File: src/rtl/clock_mode_ctrl_pkg.sv
// Shared types and defaults for the clock mode controller: state encodings,
// default timing parameters and the counter-width helper.
package clock_ctrl_pkg;

  typedef enum logic [1:0] {
    RUN    = 2'b00,
    EDIT_H = 2'b01,
    EDIT_M = 2'b10,
    EDIT_S = 2'b11
  } mode_e;

  localparam int unsigned DEF_CLK_DIV    = 100_000_000;
  localparam int unsigned DEF_REPEAT_DLY = 50_000_000;
  localparam int unsigned DEF_REPEAT_PER = 12_500_000;
  localparam int unsigned DEF_BLINK_DIV  = 25_000_000;

  // Width of a counter holding 0..n-1, never narrower than one bit.
  function automatic int unsigned cnt_width(input int unsigned n);
    return (n < 2) ? 1 : $clog2(n);
  endfunction

  function automatic mode_e next_mode(input mode_e m);
    case (m)
      RUN:     return EDIT_H;
      EDIT_H:  return EDIT_M;
      EDIT_M:  return EDIT_S;
      default: return RUN;
    endcase
  endfunction

endpackage

File: src/rtl/clock_mode_ctrl_if.sv
// Button inputs and clock-control outputs of the mode controller.
interface clock_mode_ctrl_if;
  import clock_ctrl_pkg::*;

  logic  ModeBtn;
  logic  IncBtn;
  logic  SecTick;
  logic  EditHours;
  logic  EditMinutes;
  logic  EditSeconds;
  logic  Increment;
  logic  Blink;
  mode_e Mode;

  modport master (
    output ModeBtn, IncBtn,
    input  SecTick, EditHours, EditMinutes, EditSeconds, Increment, Blink, Mode
  );

  modport slave (
    input  ModeBtn, IncBtn,
    output SecTick, EditHours, EditMinutes, EditSeconds, Increment, Blink, Mode
  );
endinterface

File: src/rtl/btn_autorepeat.sv
// Rising-edge detector with hold-to-repeat: one pulse on press, another after
// REPEAT_DLY cycles of holding, then one every REPEAT_PER cycles.
module btn_autorepeat
  import clock_ctrl_pkg::*;
#(
  parameter int unsigned REPEAT_DLY = DEF_REPEAT_DLY,
  parameter int unsigned REPEAT_PER = DEF_REPEAT_PER
) (
  input  logic CLK,
  input  logic RST,
  input  logic btn,
  input  logic enable,
  input  logic clear,
  output logic pulse
);

  localparam int unsigned CNT_MAX = (REPEAT_DLY > REPEAT_PER) ? REPEAT_DLY : REPEAT_PER;
  localparam int unsigned CW      = cnt_width(CNT_MAX);
  localparam logic [CW-1:0] DLY_LAST = CW'(REPEAT_DLY - 1);
  localparam logic [CW-1:0] PER_LAST = CW'(REPEAT_PER - 1);

  logic          btn_prev;
  logic          active;
  logic          first;
  logic [CW-1:0] cnt;
  logic          rise;
  logic          due;

  assign rise = btn & ~btn_prev;
  assign due  = active && (cnt == (first ? DLY_LAST : PER_LAST));

  // NOTE: sequential state uses non-blocking assignments so every register
  // samples pre-edge values; the later pulse <= 1'b1 overrides the default.
  always_ff @(posedge CLK) begin
    if (RST) begin
      btn_prev <= 1'b1;  // a button held through reset must not look like a press
      active   <= 1'b0;
      first    <= 1'b0;
      cnt      <= '0;
      pulse    <= 1'b0;
    end else begin
      btn_prev <= btn;
      pulse    <= 1'b0;
      if (clear || !enable || !btn) begin
        active <= 1'b0;
        first  <= 1'b0;
        cnt    <= '0;
      end else if (rise) begin
        active <= 1'b1;
        first  <= 1'b1;
        cnt    <= '0;
        pulse  <= 1'b1;
      end else if (due) begin
        first  <= 1'b0;
        cnt    <= '0;
        pulse  <= 1'b1;
      end else if (active) begin
        cnt <= cnt + 1'b1;
      end
    end
  end

endmodule

File: src/rtl/clock_mode_ctrl.sv
// Clock set/run controller: mode FSM, seconds prescaler, edit-field blink and
// increment auto-repeat for a digital clock.
module clock_mode_ctrl
  import clock_ctrl_pkg::*;
#(
  parameter int unsigned CLK_DIV    = DEF_CLK_DIV,
  parameter int unsigned REPEAT_DLY = DEF_REPEAT_DLY,
  parameter int unsigned REPEAT_PER = DEF_REPEAT_PER,
  parameter int unsigned BLINK_DIV  = DEF_BLINK_DIV
) (
  input  logic              CLK,
  input  logic              RST,
  clock_mode_ctrl_if.slave  bus
);

  localparam int unsigned PW = cnt_width(CLK_DIV);
  localparam int unsigned BW = cnt_width(BLINK_DIV);
  localparam logic [PW-1:0] PRESC_LAST = PW'(CLK_DIV - 1);
  localparam logic [BW-1:0] BLINK_LAST = BW'(BLINK_DIV - 1);

  mode_e         state;
  logic          mode_prev;
  logic          mode_rise;
  logic          run_stay;
  logic [PW-1:0] presc;
  logic [PW-1:0] presc_next;
  logic          sec_tick;
  logic          blink;
  logic [BW-1:0] blink_cnt;

  assign mode_rise = bus.ModeBtn & ~mode_prev;
  assign run_stay  = (state == RUN) && !mode_rise;

  // NOTE: default assignment first so no path leaves presc_next unassigned,
  // which would otherwise infer a latch.
  always_comb begin
    presc_next = '0;
    if (run_stay) presc_next = (presc == PRESC_LAST) ? '0 : presc + 1'b1;
  end

  always_ff @(posedge CLK) begin
    if (RST) begin
      state     <= RUN;
      mode_prev <= 1'b1;
      presc     <= '0;
      sec_tick  <= 1'b0;
      blink     <= 1'b1;
      blink_cnt <= '0;
    end else begin
      mode_prev <= bus.ModeBtn;
      presc     <= presc_next;
      // Tick register mirrors the prescaler so it is high while presc == CLK_DIV-1.
      sec_tick  <= run_stay && (presc_next == PRESC_LAST);
      if (mode_rise) begin
        state     <= next_mode(state);
        blink     <= 1'b1;
        blink_cnt <= '0;
      end else if (state == RUN) begin
        blink     <= 1'b1;
        blink_cnt <= '0;
      end else if (blink_cnt == BLINK_LAST) begin
        blink     <= ~blink;
        blink_cnt <= '0;
      end else begin
        blink_cnt <= blink_cnt + 1'b1;
      end
    end
  end

  // A mode change clears any pending repeat, so a held button needs a new press.
  btn_autorepeat #(
    .REPEAT_DLY (REPEAT_DLY),
    .REPEAT_PER (REPEAT_PER)
  ) u_inc_repeat (
    .CLK    (CLK),
    .RST    (RST),
    .btn    (bus.IncBtn),
    .enable (state != RUN),
    .clear  (mode_rise),
    .pulse  (bus.Increment)
  );

  assign bus.Mode        = state;
  assign bus.EditHours   = (state == EDIT_H);
  assign bus.EditMinutes = (state == EDIT_M);
  assign bus.EditSeconds = (state == EDIT_S);
  assign bus.SecTick     = sec_tick;
  assign bus.Blink       = blink;

endmodule

File: src/flat_wrapper.sv
// flat-port wrapper written by rule: the top's interface ports become plain ports
module clock_mode_ctrl_flat import clock_ctrl_pkg::*;
#(
  parameter int unsigned CLK_DIV    = DEF_CLK_DIV,
  parameter int unsigned REPEAT_DLY = DEF_REPEAT_DLY,
  parameter int unsigned REPEAT_PER = DEF_REPEAT_PER,
  parameter int unsigned BLINK_DIV  = DEF_BLINK_DIV
)
  (CLK, RST, bus_ModeBtn, bus_IncBtn, bus_SecTick, bus_EditHours, bus_EditMinutes, bus_EditSeconds, bus_Increment, bus_Blink, bus_Mode);
  clock_mode_ctrl_if bus_i ();
  input  logic CLK;
  input  logic RST;
  input wire logic [$bits(bus_i.ModeBtn)-1:0] bus_ModeBtn;
  input wire logic [$bits(bus_i.IncBtn)-1:0] bus_IncBtn;
  output wire logic [$bits(bus_i.SecTick)-1:0] bus_SecTick;
  output wire logic [$bits(bus_i.EditHours)-1:0] bus_EditHours;
  output wire logic [$bits(bus_i.EditMinutes)-1:0] bus_EditMinutes;
  output wire logic [$bits(bus_i.EditSeconds)-1:0] bus_EditSeconds;
  output wire logic [$bits(bus_i.Increment)-1:0] bus_Increment;
  output wire logic [$bits(bus_i.Blink)-1:0] bus_Blink;
  output wire logic [$bits(bus_i.Mode)-1:0] bus_Mode;
  assign bus_i.ModeBtn = bus_ModeBtn;
  assign bus_i.IncBtn = bus_IncBtn;
  assign bus_SecTick = bus_i.SecTick;
  assign bus_EditHours = bus_i.EditHours;
  assign bus_EditMinutes = bus_i.EditMinutes;
  assign bus_EditSeconds = bus_i.EditSeconds;
  assign bus_Increment = bus_i.Increment;
  assign bus_Blink = bus_i.Blink;
  assign bus_Mode = bus_i.Mode;
  clock_mode_ctrl #(.CLK_DIV(CLK_DIV), .REPEAT_DLY(REPEAT_DLY), .REPEAT_PER(REPEAT_PER), .BLINK_DIV(BLINK_DIV)) u_core (.CLK(CLK), .RST(RST), .bus(bus_i));
endmodule
File: config.mk
export PLATFORM = sky130hd
export DESIGN_NAME = clock_mode_ctrl_flat
export DESIGN_NICKNAME = d
export VERILOG_FILES = /design/src/rtl/clock_mode_ctrl_pkg.sv /design/src/rtl/clock_mode_ctrl_if.sv /design/src/rtl/btn_autorepeat.sv /design/src/rtl/clock_mode_ctrl.sv /design/src/flat_wrapper.sv
export SDC_FILE = /design/constraint.sdc
export NUM_CORES = 1
export LEC_CHECK = 0
export CORE_MARGIN = 3
export CORE_UTILIZATION = 30
export CTS_BUF_LIST = sky130_fd_sc_hd__clkbuf_8
export DETAILED_ROUTE_END_ITERATION = 6
export GPL_ROUTABILITY_DRIVEN = 0
export PLACE_DENSITY_LB_ADDON = 0.3
export SETUP_SLACK_MARGIN = 0.4
export SLEW_MARGIN = 30
export SYNTH_ARGS = -nofsm -noshare
export SYNTH_HDL_FRONTEND = slang
export SYNTH_SLANG_ARGS = --single-unit
File: constraint.sdc
create_clock -name CLK -period 2.6 [get_ports CLK]
set_input_delay 0.52 -clock CLK [delete_from_list [all_inputs] [get_ports CLK]]
set_output_delay 0.52 -clock CLK [all_outputs]
set_load 0.01 [all_outputs]
# Yosys cells after proc, flatten, opt, wreduce, memory -nomap -nowiden
# Index checks and enable logic that the tools add are counted.
dict set report classes {
  mux 8
  eq_ne 7
  n_addsub 3
  n_reduce_logical 15
  bitwise 5
}
# cell count
set ops {}
lappend ops {{27-bit equality test (second input constant)} 2}
lappend ops {{27-bit 2-to-1 mux} 2}
lappend ops {{27-bit by 1-bit adder with 27-bit output (second input constant)} 1}
lappend ops {{26-bit by 1-bit adder with 26-bit output (second input constant)} 1}
lappend ops {{26-bit equality test} 1}
lappend ops {{26-bit 2-to-1 mux} 1}
lappend ops {{25-bit by 1-bit adder with 25-bit output (second input constant)} 1}
lappend ops {{25-bit equality test (second input constant)} 1}
lappend ops {{4-bit OR reduction} 2}
lappend ops {{2-bit one-hot mux with 3 select lines} 1}
lappend ops {{2-bit equality test (second input constant)} 2}
lappend ops {{1-bit 2-to-1 mux} 4}
lappend ops {{2-bit nonzero test} 2}
lappend ops {{1-bit logical AND} 3}
lappend ops {{1-bit logical NOT} 3}
lappend ops {{1-bit inverter} 3}
lappend ops {{3-bit OR reduction} 1}
lappend ops {{1-bit bitwise AND} 2}
lappend ops {{2-bit by 1-bit equality test with 1-bit output (second input constant)} 1}
lappend ops {{2-bit logical NOT} 1}
lappend ops {{1-bit logical OR} 2}
lappend ops {{2-bit OR reduction} 1}
dict set report totals {
  input_bits 4
  out_inout_bits 8
  wordCells 49
  reg_bits 87
}

# Logic depth before layout (Yosys ltp)
dict set report depth {
  word_depth 7
  depth_mapped 9
}

# By module
# From an unflattened synthesis, not the netlist that was laid out.
dict set report unflattened {
  hier_cells 501
  hier_area_um2 4304.1
}
# mod cells_per_inst n_inst area_each_um2 seq_area_each_um2
set modules_own_cells {}
lappend modules_own_cells {clock_mode_ctrl 334 1 2819.0 1141.1}
lappend modules_own_cells {btn_autorepeat 167 1 1485.2 600.6}

# Worst setup path before layout
# OpenSTA, ideal clock, no wires.
dict set report synth_path {
  path_type {register to register}
  from {register u_core.presc[0]}
  to {register u_core.presc[10]}
  stages_incl_launch_ff 10
  arrival_time_ns 1.912
  setup_slack_ns 0.561
  path_buffers 2
  path_cell_list {dfxtp_1 > ha_1 > and4_1 > nor2b_1 > nand2_1 > nor3_1 > or2_1 > clkbuf_1 > clkbuf_1 > nor2_1}
}
dict set report synth_via {
  elab_chain_len 3
}
# item line
set synth_rtl {}
lappend synth_rtl {{start, declared} clock_mode_ctrl.sv:25} ;# logic [PW-1:0] presc;
lappend synth_rtl {{start signal, assigned} clock_mode_ctrl.sv:51} ;# presc <= presc_next;
lappend synth_rtl {{27-bit by 1-bit adder with 27-bit output / 27-bit equality test (equally long branches)} clock_mode_ctrl.sv:38} ;# if (run_stay) presc_next = (presc == PRESC_LAST) ? '0 : presc + 1'b1;
lappend synth_rtl {{27-bit 2-to-1 mux (*) (2 in a row)} clock_mode_ctrl.sv:38}
# Mark *: on every way between the ends. The rest lies on a longest branch, timed or not.
# A chain may end at the register's enable or synchronous reset.

# Final worst setup path
dict set report layout_path {
  from {register u_core.state[0], in the netlist u_core.bus.Mode[0]}
  to {output port bus_EditSeconds}
}
dict set report layout_via {
  elab_chain_len 1
}
# item line
set layout_rtl {}
lappend layout_rtl {{start, declared} clock_mode_ctrl.sv:21} ;# mode_e state;
lappend layout_rtl {{start signal, assigned} clock_mode_ctrl.sv:55} ;# state <= next_mode(state);
lappend layout_rtl {{2-bit equality test} clock_mode_ctrl.sv:86} ;# assign bus.EditSeconds = (state == EDIT_S);
lappend layout_rtl {{end, declared} flat_wrapper.sv:18} ;# output wire logic [$bits(bus_i.EditSeconds)-1:0] bus_EditSeconds;
# Every way passes these cells.

==> summary.txt <==
==============================================================================
Result of the run ............................................... finished clean
Data arrival time of the critical path ..........................      1.54 ns
Finished Core Util ..............................................       0.3556
Sequential area share after synthesis ...........................       0.4315
Leading register cell type out of synthesis .....................      dfxtp_1
Port-buffer cells ...............................................           11
Clock share of power ............................................        0.376
Highest Clock Rate ..............................................   0.4851 GHz
Total congestion overflow after global routing ..................            0
Number of top-level design ports ................................           12
Ratio of cells with drive above 1 in the final layout ...........       0.1025
Sequential share of power .......................................        0.597
H-tree lvl count ................................................            3
Final HPWL from detailed placement ..............................      5667 um
Number of diodes added for antenna fixing .......................            0
Pint ............................................................     1.734 mW
P_sw ............................................................    0.5246 mW
Number of setup violations in the final report ..................            0
Post-synth design cell area .....................................     4036 um2
Antenna-violating nets left .....................................            0
Class of the worst hold path .................................... register to register
Vias ............................................................         3111
Residual DRC count ..............................................            0
R2R depth .......................................................            6
Final WL ........................................................      7818 um
Final Hold Viols ................................................            0
Worst-path clk slew .............................................      0.09 ns
Post-Syn Area per Cell ..........................................    8.570 um2
Starting density of the core ....................................       0.3135
Number of placed instances with taps included ...................          644
Avg WL per Cell .................................................     11.85 um
Worst-case clock buffer depth ...................................            2
TritonCTS Sinks .................................................           87
Net Sw Frac .....................................................       0.2322
Antenna violations before repair ................................            0
Startpoint Class ................................................     register
Buffer cell driving the clock tree root .........................     clkbuf_8
Max_slew headroom ...............................................       0.6460
Type of the worst setup path .................................... register to output port
Num rows ........................................................           41
FFs w/ async S/R, synth .........................................            0
Cts-stage hold buffer count .....................................            0
Total power .....................................................     2.259 mW
Cell Count, Final, Fillers Out ..................................          660
Count of maximum capacitance violations .........................            0
Maximum number of pins on one net before global-route repair ....           27
Combinational Power Share .......................................        0.027
Core Box Area ...................................................    12880 um2
Synthesis-to-finish area growth .................................       13.42%
Critical path endpoint category .................................  output port
Inserted Clock Buffers ..........................................            9
PnR worst setup slack ...........................................    0.5386 ns
DRC marker count from the first detailed-route iteration ........          173
Pre-CTS worst setup slack .......................................    0.1774 ns
Cells after Synth ...............................................          471
1st-pass router iterations ......................................            4
Yosys reg bits ..................................................           87
RSZ-0062 raised after global routing ............................           no
Ratio of final minimum period to clock period ...................       0.7929
Die area ........................................................    14880 um2
Synthesized Nets ................................................          482
Aggregate global-route resource usage ...........................       0.1138
Count of different cell masters after synthesis .................           43
Die span in x ...................................................     122.0 um
Hold Path Stages ................................................            1
Clk_skew ........................................................   0.01044 ns
Lkg Pwr .........................................................     1.429 nW
Design Area, Final ..............................................     4578 um2
Pins Over Slew Limit ............................................            0
Actual transition at the worst max-transition pin ...............    0.5269 ns
Total negative setup slack ......................................         0 ns
Clock tree from TritonCTS .......................................          yes
Max Fanout on Critical Path .....................................            5
Instance area after placement ...................................     4339 um2
Global-route wire length before repair ..........................     13680 um
Net count of the finished layout ................................          494
Number of warnings printed during yosys synthesis ...............            0
Number of enable-type register cells in the synthesized netlist .            0
Maximum ir drop on the vdd rail .................................  0.0002281 V
Ratio of total power to cell area ............................... 493.4 nW/um2
Vias in the first global route ..................................         2975
Hold_ws .........................................................    0.4857 ns
Critical path data required time ................................      2.08 ns
Vert. Die Dim ...................................................     122.0 um
Via/cell ratio ..................................................        4.714
Final min period ................................................     2.061 ns
Skew-Pair Late Insertion Delay ..................................      0.36 ns
==============================================================================
==> cell families (layout without fill, tap and decap cells) <==
group | Yosys count | count (layout) | synth area share
xor+xnor | 73 | 73 | 0.1584
mux | 2 | 2 | 0.004960
buf+inv | 24 | 41 | 0.02728
fa+ha+maj | 7 | 7 | 0.02170
compound gates | 18 | 18 | 0.02728
simple gates | 260 | 260 | 0.3289
flops | 87 | 87 | 0.4315
==> cell usage in the layout, fill, tap and decap left out, types with 4 or more instances in the layout <==
master,instances
nor3_2,4
nand4_1,22
nand3_1,21
inv_1,8
ha_1,6
dfxtp_1,77
clkdlybuf4s50_1,11
buf_4,5
clkbuf_8,10
xnor2_1,32
or3_1,5
xor2_1,41
and3_1,13
nor3_1,14
nand2_1,38
and4_1,4
nor2_1,97
a21oi_1,9
nand4b_1,5
nand2b_1,4
dfxtp_2,10
==> registers in the layout, summed over array words and instances (netlist names), 2 cells and up <==
| name | count |
|---|---|
| u_core.bus.Mode | 2 |
| u_core.blink_cnt | 25 |
| u_core.presc | 27 |
| u_core.u_inc_repeat.cnt | 26 |
==> synth_stat cells, drive strengths merged (6+ instances only) <==
cell type	n	share of area
a21oi	9	0.011
nor4	7	0.015
inv	6	0.0056
ha	7	0.022
and3	13	0.020
nand3	23	0.029
clkbuf	8	0.0074
nor2	97	0.090
nor3	18	0.025
nand2	38	0.035
xor2	41	0.089
and4	6	0.013
xnor2	32	0.069
buf	8	0.012
dfxtp	87	0.43
nand4	23	0.037
==> metal layers <==
layer | vias to the layer above | global-route usage | wire length, um
met5 | - | 0 | 0
met2 | 28 | 0.1675 | 3458
met3 | 15 | 0.03250 | 232
met1 | 1439 | 0.1512 | 3948
met4 | 0 | 0.05882 | 179
li1 | 1629 | - | -
==> worst paths after layout <==
check | startpoint | to | slack [ns]
worst max-delay path | u_core.bus.Mode[0]$_SDFFE_PP0P_ | bus_EditSeconds | 0.54
worst min-delay path | u_core.presc[0]$_SDFF_PP0_ | u_core.presc[0]$_SDFF_PP0_ | 0.49
worst max register to register | u_core.presc[11]$_SDFF_PP0_ | u_core.bus.SecTick$_SDFF_PP0_ | 0.56
worst min register to register | u_core.presc[0]$_SDFF_PP0_ | u_core.presc[0]$_SDFF_PP0_ | 0.49
==> critical path, stage by stage (launching register included) <==
cell,delay (ns)
dfxtp_2,0.39
ha_1,0.23
clkdlybuf4s50_1,0.56
==> repair_timing <==
action                                 4_1_cts  5_1_grt
setup endpoints to repair                    2       54
endpoints found under the hold margin        0        0
cloned                                       0        0
buffers inserted                             0        0
pin swaps                                    2        1
gates resized for setup                      4       18
==> layout make-up <==
class | instances | area, um2
Tap cell | 172 | 215.2
Fill cell | 1331 | 8298
Multi-Input combinational cell | 360 | 2236
Clock buffer | 10 | 137.6
Sequential cell | 87 | 1754
Inverter | 8 | 30.03
Clock inverter | 6 | 37.54
Timing Repair Buffer | 17 | 167.7
==> power by group through the flow <==
stage	Combinational, mW	Sequential, mW	Clock [mW]
CTS	0.0616	1.35	0.897
floorplan	0.0367	1.38	0
detailed placement	0.0608	1.38	0
finish	0.0606	1.35	0.849
global placement	0.0602	1.38	0
global route	0.0674	1.35	0.953
Power figures use the tool's default switching activity.
==> RTL edit: new RTL, same flow settings <==
Change the package constant `DEF_REPEAT_PER` from 12_500_000 to 6_250_000.
--- a/src/rtl/clock_mode_ctrl_pkg.sv
+++ b/src/rtl/clock_mode_ctrl_pkg.sv
@@ -12,5 +12,5 @@
   localparam int unsigned DEF_CLK_DIV    = 100_000_000;
   localparam int unsigned DEF_REPEAT_DLY = 50_000_000;
-  localparam int unsigned DEF_REPEAT_PER = 12_500_000;
+  localparam int unsigned DEF_REPEAT_PER = 6_250_000;
   localparam int unsigned DEF_BLINK_DIV  = 25_000_000;
 
Formal check against the unedited RTL: no difference found for any inputs over 10 cycles, from zero or initial values and one cycle with RST high; that may be too few to reach the edited logic, so the function may still have changed.
==> RTL edit against the original RTL <==
Combinational power increased by 5.6%. Worst setup slack worse by 0.16 ns. Via count up 2.6%. Sequential cell count did not move. Hold slack worse by 0.047 ns. Global-route usage is essentially flat. Design area up 4.4%. Area after synthesis rose by 0.50%. Wire length increased by 1.8%. Sequential share of layout area shrank 1.3 points. Final cell count up 2.6%. Total power grew 8.8%. First-iteration DRC count up 9.8%.
==> RTL edit: results <==
sta:
  worst_clock_skew_ns: 0.0100
detailed_routing:
  dr_wl_met2_mm: 3.70
  routed_wirelength_mm: 7.96
  met1_length_mm: 3.85
  met3RoutedLength_um: 233
finish:
  layout.non_clock_inverters: 13
  final.signal_buffer_count: 29
  n_fill_cell: 1333
  share_of_final_layout_standard_cells_stronger_than_drive_strength_1: 0.143
  area_share_nonclk_buffers: 0.0516
critical_path:
  critical-path-slowest-cell: "sky130_fd_sc_hd__or4b_4"
  critPathTopFamily: "simple AND/OR/NAND/NOR gates"
  critical_path.max_stage_delay_ns: 0.50
logic_synthesis:
  synth_compound_gate_area_share: 0.0188
  synth_cell_type_count: 49
  avgSynthCellArea_um2: 8.58
  synth.top_cells.by_count: "sky130_fd_sc_hd__nor2_1, sky130_fd_sc_hd__dfxtp_1, sky130_fd_sc_hd__nand2_1"
  synth_xor_area_frac: 0.162
placement:
  dp_cells: 658
  dpl_cell_area_um2: 4440
  detailed_place_hpwl_mm: 5.79
grt:
  grt_first_pass_wirelength_mm: 14.0
  grt_util_all_layers: 0.114
pwr:
  cell_internal_power_dissipation_w: 0.00195
  powerClk_w: 0.00105
  leakage_nw: 1.51
  report.power.total_w: 0.00246
run_status:
  status: "finished, final reports clean"
[RTL edit: cell types whose count changed after synthesis, sizes merged, moves of 4 or more]
cell	before	now
and4	6	2
a21oi	9	4
inv	6	13
and3	13	8
nand2	38	42
nor4	7	16
nand3	23	28
[RTL edit: path summary, 6_finish.rpt]
check	startpoint	end	slack [ns]	cells past startpoint
min reg2reg	u_core.presc[0]$_SDFF_PP0_	u_core.presc[0]$_SDFF_PP0_	0.44	1
min	u_core.presc[0]$_SDFF_PP0_	u_core.presc[0]$_SDFF_PP0_	0.44	1
max	u_core.presc[0]$_SDFF_PP0_	u_core.bus.SecTick$_SDFF_PP0_	0.38	7
max reg2reg	u_core.presc[0]$_SDFF_PP0_	u_core.bus.SecTick$_SDFF_PP0_	0.38	7
[RTL edit: timing repair]
item,4_1_cts,5_1_grt
gates resized for setup,18,15
buffers inserted,2,1
setup endpoints to repair,1,23
pin swaps,5,1
